$ cat src/rtl/bird_column_if.sv
// Control and display bundle between the bird column and its neighbours.
// The master drives the player/pipe inputs. The slave drives the light column.
interface bird_column_if #(
    parameter int NUM_ROWS = 8
) ();
    localparam int ROW_W = (NUM_ROWS > 1) ? $clog2(NUM_ROWS) : 1;

    logic                flap;
    logic                lose;
    logic                restart;
    logic [NUM_ROWS-1:0] position;
    logic [ROW_W-1:0]    row;
    logic                flying;
    logic                dead;

    modport master (
        output flap, lose, restart,
        input  position, row, flying, dead
    );

    modport slave (
        input  flap, lose, restart,
        output position, row, flying, dead
    );
endinterface

$ cat src/rtl/bird_column.sv
// Holds the bird's row in a column of lights and runs the READY/FLY/DEAD life cycle.
// A flap edge raises the bird, a gravity timer lowers it, and a collision or ground strike kills it.
module bird_column #(
    parameter int NUM_ROWS    = 8,
    parameter int START_ROW   = 4,
    parameter int FLAP_RISE   = 1,
    parameter int FALL_PERIOD = 4
) (
    input  logic             clk,
    input  logic             reset,
    bird_column_if.slave     bus
);
    localparam int ROW_W = (NUM_ROWS > 1) ? $clog2(NUM_ROWS) : 1;
    localparam int CNT_W = (FALL_PERIOD > 1) ? $clog2(FALL_PERIOD) : 1;

    localparam logic [ROW_W-1:0] START_IDX = ROW_W'(START_ROW);
    localparam logic [ROW_W-1:0] TOP_IDX   = ROW_W'(NUM_ROWS - 1);
    localparam logic [CNT_W-1:0] LAST_CNT  = CNT_W'(FALL_PERIOD - 1);

    typedef enum logic [1:0] {
        ST_READY,
        ST_FLY,
        ST_DEAD
    } state_t;

    state_t           r_state;
    logic [ROW_W-1:0] r_row;
    logic [CNT_W-1:0] r_fall_cnt;
    logic             r_flap_q;

    state_t           w_state_nxt;
    logic [ROW_W-1:0] w_row_nxt;
    logic [CNT_W-1:0] w_fall_cnt_nxt;
    logic             w_flap_edge;
    logic [ROW_W:0]   w_rise_sum;
    logic [ROW_W-1:0] w_rise_row;

    // NOTE: state registers use non-blocking assignments so every flop samples pre-edge values.
    always_ff @(posedge clk or posedge reset) begin
        if (reset) begin
            r_state    <= ST_READY;
            r_row      <= START_IDX;
            r_fall_cnt <= '0;
            r_flap_q   <= 1'b0;
        end else begin
            r_state    <= w_state_nxt;
            r_row      <= w_row_nxt;
            r_fall_cnt <= w_fall_cnt_nxt;
            r_flap_q   <= bus.flap;
        end
    end

    // The extra sum bit keeps row+FLAP_RISE from wrapping before the clamp to the top light.
    always_comb begin
        w_flap_edge = bus.flap & ~r_flap_q;
        w_rise_sum  = {1'b0, r_row} + (ROW_W + 1)'(FLAP_RISE);
        w_rise_row  = (w_rise_sum > {1'b0, TOP_IDX}) ? TOP_IDX : w_rise_sum[ROW_W-1:0];
    end

    // NOTE: every next-state signal gets a default first so no path through the case infers a latch.
    always_comb begin
        w_state_nxt    = r_state;
        w_row_nxt      = r_row;
        w_fall_cnt_nxt = r_fall_cnt;

        if (bus.restart) begin
            w_state_nxt    = ST_READY;
            w_row_nxt      = START_IDX;
            w_fall_cnt_nxt = '0;
        end else begin
            case (r_state)
                ST_READY: begin
                    w_fall_cnt_nxt = '0;
                    if (w_flap_edge) begin
                        w_state_nxt = ST_FLY;
                        w_row_nxt   = w_rise_row;
                    end
                end
                ST_FLY: begin
                    if (bus.lose) begin
                        w_state_nxt    = ST_DEAD;
                        w_fall_cnt_nxt = '0;
                    end else if (w_flap_edge) begin
                        w_row_nxt      = w_rise_row;
                        w_fall_cnt_nxt = '0;
                    end else if (r_fall_cnt == LAST_CNT) begin
                        w_fall_cnt_nxt = '0;
                        if (r_row != '0) begin
                            w_row_nxt = r_row - ROW_W'(1);
                        end else begin
                            w_state_nxt = ST_DEAD;
                        end
                    end else begin
                        w_fall_cnt_nxt = r_fall_cnt + CNT_W'(1);
                    end
                end
                ST_DEAD: begin
                    w_fall_cnt_nxt = '0;
                end
                default: begin
                    w_state_nxt    = ST_READY;
                    w_row_nxt      = START_IDX;
                    w_fall_cnt_nxt = '0;
                end
            endcase
        end
    end

    assign bus.position = NUM_ROWS'(1) << r_row;
    assign bus.row      = r_row;
    assign bus.flying   = (r_state == ST_FLY);
    assign bus.dead     = (r_state == ST_DEAD);
endmodule

$ cat src/flat_wrapper.sv
// flat-port wrapper written by rule: the top's interface ports become plain ports
module bird_column_flat 
#(
    parameter int NUM_ROWS    = 8,
    parameter int START_ROW   = 4,
    parameter int FLAP_RISE   = 1,
    parameter int FALL_PERIOD = 4
)
  (clk, reset, bus_flap, bus_lose, bus_restart, bus_position, bus_row, bus_flying, bus_dead);
  bird_column_if #(.NUM_ROWS(NUM_ROWS)) bus_i ();
  input  logic clk;
  input  logic reset;
  input wire logic [$bits(bus_i.flap)-1:0] bus_flap;
  input wire logic [$bits(bus_i.lose)-1:0] bus_lose;
  input wire logic [$bits(bus_i.restart)-1:0] bus_restart;
  output wire logic [$bits(bus_i.position)-1:0] bus_position;
  output wire logic [$bits(bus_i.row)-1:0] bus_row;
  output wire logic [$bits(bus_i.flying)-1:0] bus_flying;
  output wire logic [$bits(bus_i.dead)-1:0] bus_dead;
  assign bus_i.flap = bus_flap;
  assign bus_i.lose = bus_lose;
  assign bus_i.restart = bus_restart;
  assign bus_position = bus_i.position;
  assign bus_row = bus_i.row;
  assign bus_flying = bus_i.flying;
  assign bus_dead = bus_i.dead;
  bird_column #(.NUM_ROWS(NUM_ROWS), .START_ROW(START_ROW), .FLAP_RISE(FLAP_RISE), .FALL_PERIOD(FALL_PERIOD)) u_core (.clk(clk), .reset(reset), .bus(bus_i));
endmodule
$ cat config.mk
export PLATFORM = sky130hd
export DESIGN_NAME = bird_column_flat
export DESIGN_NICKNAME = d
export VERILOG_FILES = /design/src/rtl/bird_column_if.sv /design/src/rtl/bird_column.sv /design/src/flat_wrapper.sv
export SDC_FILE = /design/constraint.sdc
export NUM_CORES = 1
export LEC_CHECK = 0
export ABC_AREA = 1
export CORE_AREA = 2 2 39 41
export DETAILED_ROUTE_END_ITERATION = 12
export DIE_AREA = 0 0 41 43
export DONT_BUFFER_PORTS = 1
export PLACE_DENSITY = 0.77
export SLEW_MARGIN = 20
export SYNTH_ARGS = -nofsm -noshare
export SYNTH_HDL_FRONTEND = slang
export SYNTH_SLANG_ARGS = --single-unit
$ cat constraint.sdc
create_clock -name clk -period 2.1 [get_ports clk]
set_clock_uncertainty 0.15 [all_clocks]
set_input_delay 0.525 -clock clk [delete_from_list [all_inputs] [get_ports clk]]
set_output_delay 0.525 -clock clk [all_outputs]
set_load 0.01 [all_outputs]
==> results of run 1 <==
cell type report:
cell class | count | share of cell area
Clock buffer | 4 | 0.0365
Inverter | 21 | 0.109
Multi-Input combinational cell | 67 | 0.533
Sequential cell | 8 | 0.280
Tap cell | 16 | 0.0278
Timing Repair Buffer | 1 | 0.0139
logic make-up (layout without fill, tap and decap cells):
| family | count (synthesis) | count (layout) | synth area share |
|---|---|---|---|
| fa+ha+maj | 8 | 8 | 0.149 |
| xor+xnor | 1 | 1 | 0.0130 |
| compound gates | 2 | 2 | 0.0186 |
| simple gates | 56 | 56 | 0.391 |
| buf+inv | 22 | 26 | 0.128 |
| flops | 8 | 8 | 0.300 |
worst max-delay path: stages (launching register included):
cell	delay, ns
dfrtp_1	0.50
inv_1	0.13
ha_1	0.23
nand2_1	0.09
inv_1	0.09
layer usage:
layer | vias to the layer above | GRT usage | wire (um)
li1 | 297 | - | -
met1 | 262 | 0.211 | 549
met2 | 18 | 0.247 | 590
met3 | 4 | 0.0576 | 83
met4 | 0 | 0.120 | 24
met5 | - | 0 | 0
placed cells by master (no fill, tap or decap):
| master | synthesis | final |
|---|---|---|
| a21oi_1 | 1 | 1 |
| o31ai_1 | 1 | 1 |
| dfstp_2 | 1 | 1 |
| nor2_2 | 1 | 1 |
| ha_1 | 8 | 8 |
| nor2_4 | 1 | 1 |
| nand2_2 | 3 | 3 |
| inv_2 | 3 | 3 |
| nor2_1 | 7 | 7 |
| inv_1 | 18 | 18 |
| nand4_1 | 1 | 1 |
| dlygate4sd3_1 | 0 | 1 |
| nand3_1 | 6 | 6 |
| clkbuf_1 | 0 | 1 |
| clkbuf_4 | 0 | 3 |
| nor4_1 | 1 | 1 |
| xnor2_1 | 1 | 1 |
| nor2b_4 | 1 | 1 |
| nand3_2 | 2 | 2 |
| dfrtp_1 | 7 | 7 |
| nand2_1 | 33 | 33 |
worst min-delay path by stage:
stage                        endpoint  cells after the start     start
finish                u_core.r_flap_q                      0  bus_flap
global route          u_core.r_flap_q                      0  bus_flap
CTS                   u_core.r_flap_q                      0  bus_flap
detailed placement    u_core.r_flap_q                      1     reset
global placement      u_core.r_flap_q                      1     reset
floorplan           u_core.bus.row[0]                      1     reset
flip-flops by register name (all words and copies together), names as in the netlist:
name,count
u_core.r_fall_cnt,2
u_core.r_state,2
u_core.r_flap_q,1
u_core.bus.row,3
what timing repair did:
| item | 4_1_cts | 5_1_grt |
|---|---|---|
| setup buffers | 0 | 0 |
| hold buffers | 1 | 0 |
| hold endpoints to repair | 7 | 0 |
| endpoints found under the setup margin | 0 | 0 |
through the flow:
step / util / cells / setup WS (ns)
2_1_floorplan: - / 97 / 0.462
3_3_place_gp: 0.495 / 112 / 0.443
5_1_grt: 0.521 / 117 / 0.0497
6_report: 0.521 / 117 / 0.128
4_1_cts: 0.521 / 117 / 0.102
3_5_place_dp: 0.495 / 112 / 0.390
power by group through the flow:
stage          Combinational [mW]  Sequential [mW]  Clock [mW]
2_1_floorplan               0.204            0.211           0
3_3_place_gp                0.213            0.230           0
3_5_place_dp                0.218            0.233           0
4_1_cts                     0.221            0.230       0.136
5_1_grt                     0.255            0.234       0.145
6_report                    0.219            0.229       0.132
==> results, run 1 <==
- The run finished with clean final reports.
- After synthesis, the cell types taking the most area are dfrtp_1 26%, nand2_1 18%, ha_1 15%.
- The detailed placer's ending HPWL is 1.02 mm.
- The count of buffers added on input and output ports is 0.
- At the pin with the least slew margin, the transition time is 0.303 ns.
- The global routing usage summed across all routing layers is 0.174.
- The clock net in this run drives a total of 8 sinks.
- The number of DRC markers in iteration 0 is 6.
- The async set-or-reset flop fraction in the synthesized netlist is 1.00.
- For this run, the post-layout net count is about 120.
- In this run the vertical extent of the chip is 43 um.
- The worst setup slack for register-to-register paths is 0.46 ns.
- The internal power consumption is 332 uW.
- The first detailed-routing pass ran for 4 iterations.
- Counting every net in the synthesized netlist gives 110.
- 18 I/O pins were placed.
- The number of gates resized after CTS was 0.
- The area of the core is 1380 um2.
- The largest total area in the synthesized netlist belongs to dfrtp_1.
- Routability-driven placement finished with a final weighted congestion of 0.857.
- For this design the total switching power over the nets is 248 uW.
- The clock period minus final worst setup slack is 1.97 ns.
- The routed length per placed instance is 10.7 um.
- The worst pin sits at a relative slew slack of 0.798.
- After technology mapping, the gate count stands at 97.
- In this run the cell area of the synthesized design comes to 672 um2.
- Counting the fill cells in the layout gives 140.
- The design draws 580 uW.
- The top cell type's share of synthesized area is 0.261.
- The synthesized area divided by synthesized cell count is between 6 and 7 um2.
- Yosys instantiated no cell more often than nand2_1.
- The total routed wirelength is ~1.2 mm.
- The clock tree from TritonCTS is done.
- Setup repair after global routing left no endpoint under its margin.
- The tree is rooted in a clkbuf_4.
- Data arrives at the worst endpoint at 1.30 ns.
- For the worst-skew pair, the clock arrives at the later sink with an insertion delay of 0.26 ns.
- The critical path ends at bus_position[0].
- The timing startpoint of the critical path is u_core.bus.row[0].
- Counting cells, the worst reg-to-reg path comes to 9.
- The CTS buffer count is 3.
- The total inserted antenna cells is 0.
- The global route total overflow is 0.
- The global-route wire length before repair is 1.99 mm.
- The number of design rule violations left after detail routing is 0.
- The startpoint type of the worst setup path is a flip-flop.
- The layout overhead on the synthesized area is 7.26%.
- Clock-pin slew was measured on the worst setup and hold paths at 0.06 ns.
- The number of synthesized register bits is 8.
- CTS built an H-tree with a depth of 1.
- The area of the multi-input gates is between 300 and 400 um2.
- The buffer depth of the longest clock path is 2.
- The number of slew-limit violations in the final report came to 0.
- Of the available clock period, the critical path in the final layout requires 0.939.
- The most used flip-flop cell after synthesis is dfrtp_1.
- The full die area is 1760 um2.
- The startpoint of the worst register-to-register path is u_core.bus.row[0].
- The maximum fanout encountered on the critical timing path is 7.
- The commonest cells after synthesis are 33 x nand2_1, 18 x inv_1, 8 x ha_1.
- Once detail routing completed, the nets flagged for antenna violations numbered 0.
- The worst slack on hold paths is 0.135 ns.
- The worst setup path is of the reg2out kind.
- Of the total power, the share spent switching nets is 0.428.
- The final-report setup violation count is 0.
- The count of warnings emitted by yosys is 0.
- STA classifies the critical path endpoint as an output port.
- The maximum VDD drop is 0.371 mV.
- The static leakage power is 0.445 nW.
- The floorplan step set the die width to approximately 41 um.
- The number of global-route vias before repair is around 500.
- The initial antenna violation count is 0.
- The share of the Yosys chip area taken by registers is 0.300.
- The worst reg2reg path endpoint is u_core.bus.row[1].
- The combinational group share of total power is 0.377.
- The share of total power dissipated in the clock network is 0.228.
- The largest net degree at the start of global routing is 13.
- The routed layout has 581 vias.
- The count of final hold-check violations is 0.
- The cell area reported after detailed placement is between 600 and 700 um2.
- Registers take 201 um2.
- The fraction of layout instances using a drive strength above 1 is 0.149.
- After detailed routing, the number of vias per cell comes to between 4 and 5.
- The max-cap violation count is 0.
- The netlist uses 19 different library cells.
- Yosys mapped a number of flops with a built-in enable equal to 0.
- The starting utilization of the core area is 0.486.
- The register share of total power is 0.395.
- The tightest min-delay check is of the in2reg type.
- The endpoint required time on the critical path is 1.42 ns.
- The power per standard cell area is ~810 nW/um2.
- Based on the critical path, the design can be clocked at up to 507 MHz.
- The row count is 14.
- Summing all non-filler instances in the final layout gives an area of 721 um2.
- The total negative setup slack is 0 ns.
No activity file was read; power rests on OpenSTA's default activity.
==> run 2: changes to the inputs <==
--- a/config.mk
+++ b/config.mk
@@ -6,11 +6,12 @@
 export NUM_CORES = 1
 export LEC_CHECK = 0
 export ABC_AREA = 1
-export CORE_AREA = 2 2 39 41
+export CORE_MARGIN = 2
+export CORE_UTILIZATION = 44
 export DETAILED_ROUTE_END_ITERATION = 12
-export DIE_AREA = 0 0 41 43
 export DONT_BUFFER_PORTS = 1
-export PLACE_DENSITY = 0.77
+export PLACE_DENSITY = 0.71
+export RECOVER_POWER = 50
 export SLEW_MARGIN = 20
 export SYNTH_ARGS = -nofsm -noshare
 export SYNTH_HDL_FRONTEND = slang
==> results, run 2 (synthesis gave the netlist of run 1 again) <==
- The max-cap violation count came to 0 (unchanged).
- The cell with the biggest individual delay on the critical path is dfrtp_1 (unchanged).
- The row count is 14 (unchanged).
- The number of design rule violations left after detail routing is 0 (unchanged).
- The number of slew-limit violations in the final report was 0 (unchanged).
- The global-route wire length before repair is 2.17 mm (was 1.99 mm).
- The class of the worst hold path was in2reg (unchanged).
- Setup repair after global routing missed its margin: no (unchanged).
- The detailed placer's ending HPWL is 1.03 mm (was 1.02 mm).
- Commonest non-fill, non-tap cells in the layout: 33 x nand2_1, 19 x inv_1, 8 x nor2_1, 8 x ha_1, 7 x dfrtp_1 (was 33 x nand2_1, 18 x inv_1, 8 x ha_1).
- The weighted congestion at the end of routability-driven global placement is 0.760 (was 0.857).
- The number of top-level pins is 18 (unchanged).
- The worst setup slack for register-to-register paths is 0.47 ns (was 0.46 ns).
- The number of DRC markers in iteration 0 is 11 (was 6).
- The startpoint type of the worst setup path is a flip-flop (unchanged).
- The startpoint of the worst register-to-register path is u_core.bus.row[0] (unchanged).
- The critical path endpoint category was an output port (unchanged).
- The actual slew at the worst max-slew pin came to 0.316 ns (was 0.303 ns).
- The worst min-delay path startpoint is bus_flap (unchanged).
- The depth of the worst register-to-register path came to 9 (unchanged).
- The total negative setup slack is 0 ns (unchanged).
- The final layout net count was 115 (unchanged).
- The final-report setup violation count is 0 (unchanged).
- The cell area reported after detailed placement came to 684 um2 (unchanged).
- The maximum VDD drop is 0.368 mV (was 0.371 mV).
- The total buffers and inverters traversed by the critical path came to 2 (unchanged).
- The number of sinks driven by the clock tree was 8 (unchanged).
- The worst reg2reg path endpoint is u_core.bus.row[1] (unchanged).
- The full die area is 1860 um2 (was 1760 um2).
- The number of vias in the routed layout is 570 (was 581).
- The global routing usage summed across all routing layers is 0.159 (was 0.174).
- The post-route antenna net violation count is 0 (unchanged).
- The biggest cell delay along the critical path is 0.50 ns (about the same).
- The most used cell along the critical path is inv_1 (unchanged).
- The count of final hold-check violations was 0 (unchanged).
- The buffer depth of the longest clock path is 2 (unchanged).
- The hold path endpoint is u_core.r_flap_q (unchanged).
- The number of search-and-repair iterations in the first detailed-routing pass came to 2 (was 4).
- The post-layout instance area is 713 um2 (was 721 um2).
- The starting utilization of the core area is 0.457 (was 0.486).
- The die span in x came to 43.1 um (was 41 um).
- The worst slew margin relative to its limit is 0.789 (was 0.798).
- The routed length per placed instance is 10.9 um (was 10.7 um).
- The area of the core was 1470 um2 (was 1380 um2).
- The static leakage power is 0.445 nW (about the same).
- The top cell family by delay on the critical path is flip-flops (unchanged).
- The largest net degree at the start of global routing is 13 (unchanged).
- The maximum fanout encountered on the critical timing path was 7 (unchanged).
- The CTS buffer count is 3 (unchanged).
- Outcome: finished clean (unchanged).
- The clock period minus final worst setup slack is 1.96 ns (was 1.97 ns).
- The fraction of layout instances using a drive strength above 1 came to 0.129 (was 0.149).
- The number of global-route vias before repair is 533 (was 505).
- The clock tree from TritonCTS is done (unchanged).
- The critical setup path kind is reg2out (unchanged).
- The number of flip-flops in the largest register is 3 (unchanged).
- The worst-skew pair later-pin latency is 0.26 ns (about the same).
- The highest clock rate came to 509 MHz (was 507 MHz).
- The global route total overflow came to 0 (unchanged).
- The count of input and output buffers is 0 (unchanged).
- The critical path data arrival time is 1.29 ns (was 1.30 ns).
- The total routed wirelength was 1.28 mm (was 1.25 mm).
- The number of instances on the worst hold path is 0 (unchanged).
- The floorplan die height came to 43.1 um (was 43 um).
- The post-route fraction of the period consumed by the critical path is 0.935 (was 0.939).
- The most common library cell in the layout ignoring fill and taps is nand2_1 (unchanged).
- The layout overhead on the synthesized area is 6.15% (was 7.26%).
- The endpoint required time on the critical path was 1.42 ns (about the same).
- Cells along the critical path: inv_1, ha_1, nand2_1, inv_1 (unchanged).
- The per-cell via count in the routed design is 4.87 (was 4.97).
- The post-cts gate resize count is 0 (unchanged).
- The clock root buffer is clkbuf_4 (unchanged).
- The initial antenna violation count is 0 (unchanged).
- The clock transition at the register clock pins on the worst setup and hold paths after CTS is 0.07 ns (was 0.06 ns).
- The H-tree depth reported by CTS was 1 (unchanged).
- The total inserted antenna cells is 0 (unchanged).
- The power per standard cell area is 813 nW/um2 (was 805 nW/um2).
[run 2: cell counts in the layout (fill, tap and decap cells not counted)]
No cell type changed its count.
[run 2: area by class of cell]
cell class | instances | area (um2)
Tap cell | 16 | 20.0
Clock buffer | 4 | 26.3
Fill cell | 165 | 758
Sequential cell | 8 | 201
Timing Repair Buffer | 1 | 10.0
Multi-Input combinational cell | 67 | 377
Inverter | 21 | 78.8
[run 2: report_power, final]
| part | total (mW) | switching, mW | leakage, nW | internal (mW) |
|---|---|---|---|---|
| Sequential | 0.227 | 0.0498 | 0.103 | 0.178 |
| Clock | 0.135 | 0.0620 | 0.0150 | 0.0732 |
| Combinational | 0.217 | 0.138 | 0.327 | 0.0795 |
[run 2: worst max-delay path by stage]
stage	slack [ns]	start	endpoint	cells after the start
after floorplan	0.46	u_core.bus.row[2]	bus_position[3]	3
after global placement	0.44	u_core.bus.row[0]	bus_position[0]	4
after detailed placement	0.41	u_core.bus.row[0]	bus_position[0]	4
after CTS	0.12	u_core.bus.row[0]	bus_position[0]	4
after global routing	0.03	u_core.bus.row[0]	bus_position[0]	4
final	0.14	u_core.bus.row[0]	bus_position[0]	4
[run 2: timing repair]
item / in CTS / in global routing
buffers inserted: 0 / 0
hold buffers: 1 / 0
endpoints found under the setup margin: 0 / 0
endpoints found under the hold margin: 7 / 0
[run 2: routing by layer]
metal	share of wire	vias up	track usage
met5	0	-	0
met1	0.48	258	0.205
met4	0.027	0	0.0909
li1	-	299	-
met2	0.45	9	0.242
met3	0.034	4	0.0340
[run 2: worst reg2reg max path: cells and delay by family, from the launching register on]
| kind | cells | cell delay, ns |
|---|---|---|
| simple gates | 5 | 0.32 |
| buf+inv | 2 | 0.17 |
| flops | 1 | 0.50 |
| compound gates | 1 | 0.11 |
| fa+ha+maj | 1 | 0.32 |
[run 2: stage by stage]
step | hold slack (ns) | instances | util | total power, mW | setup slack (ns)
floorplan | 0.190 | 97 | - | 0.414 | 0.462
global placement | 0.233 | 112 | 0.465 | 0.447 | 0.443
detailed placement | 0.238 | 112 | 0.465 | 0.450 | 0.407
CTS | 0.132 | 117 | 0.490 | 0.587 | 0.125
global route | 0.125 | 117 | 0.485 | 0.638 | 0.0296
finish | 0.135 | 117 | 0.485 | 0.580 | 0.136
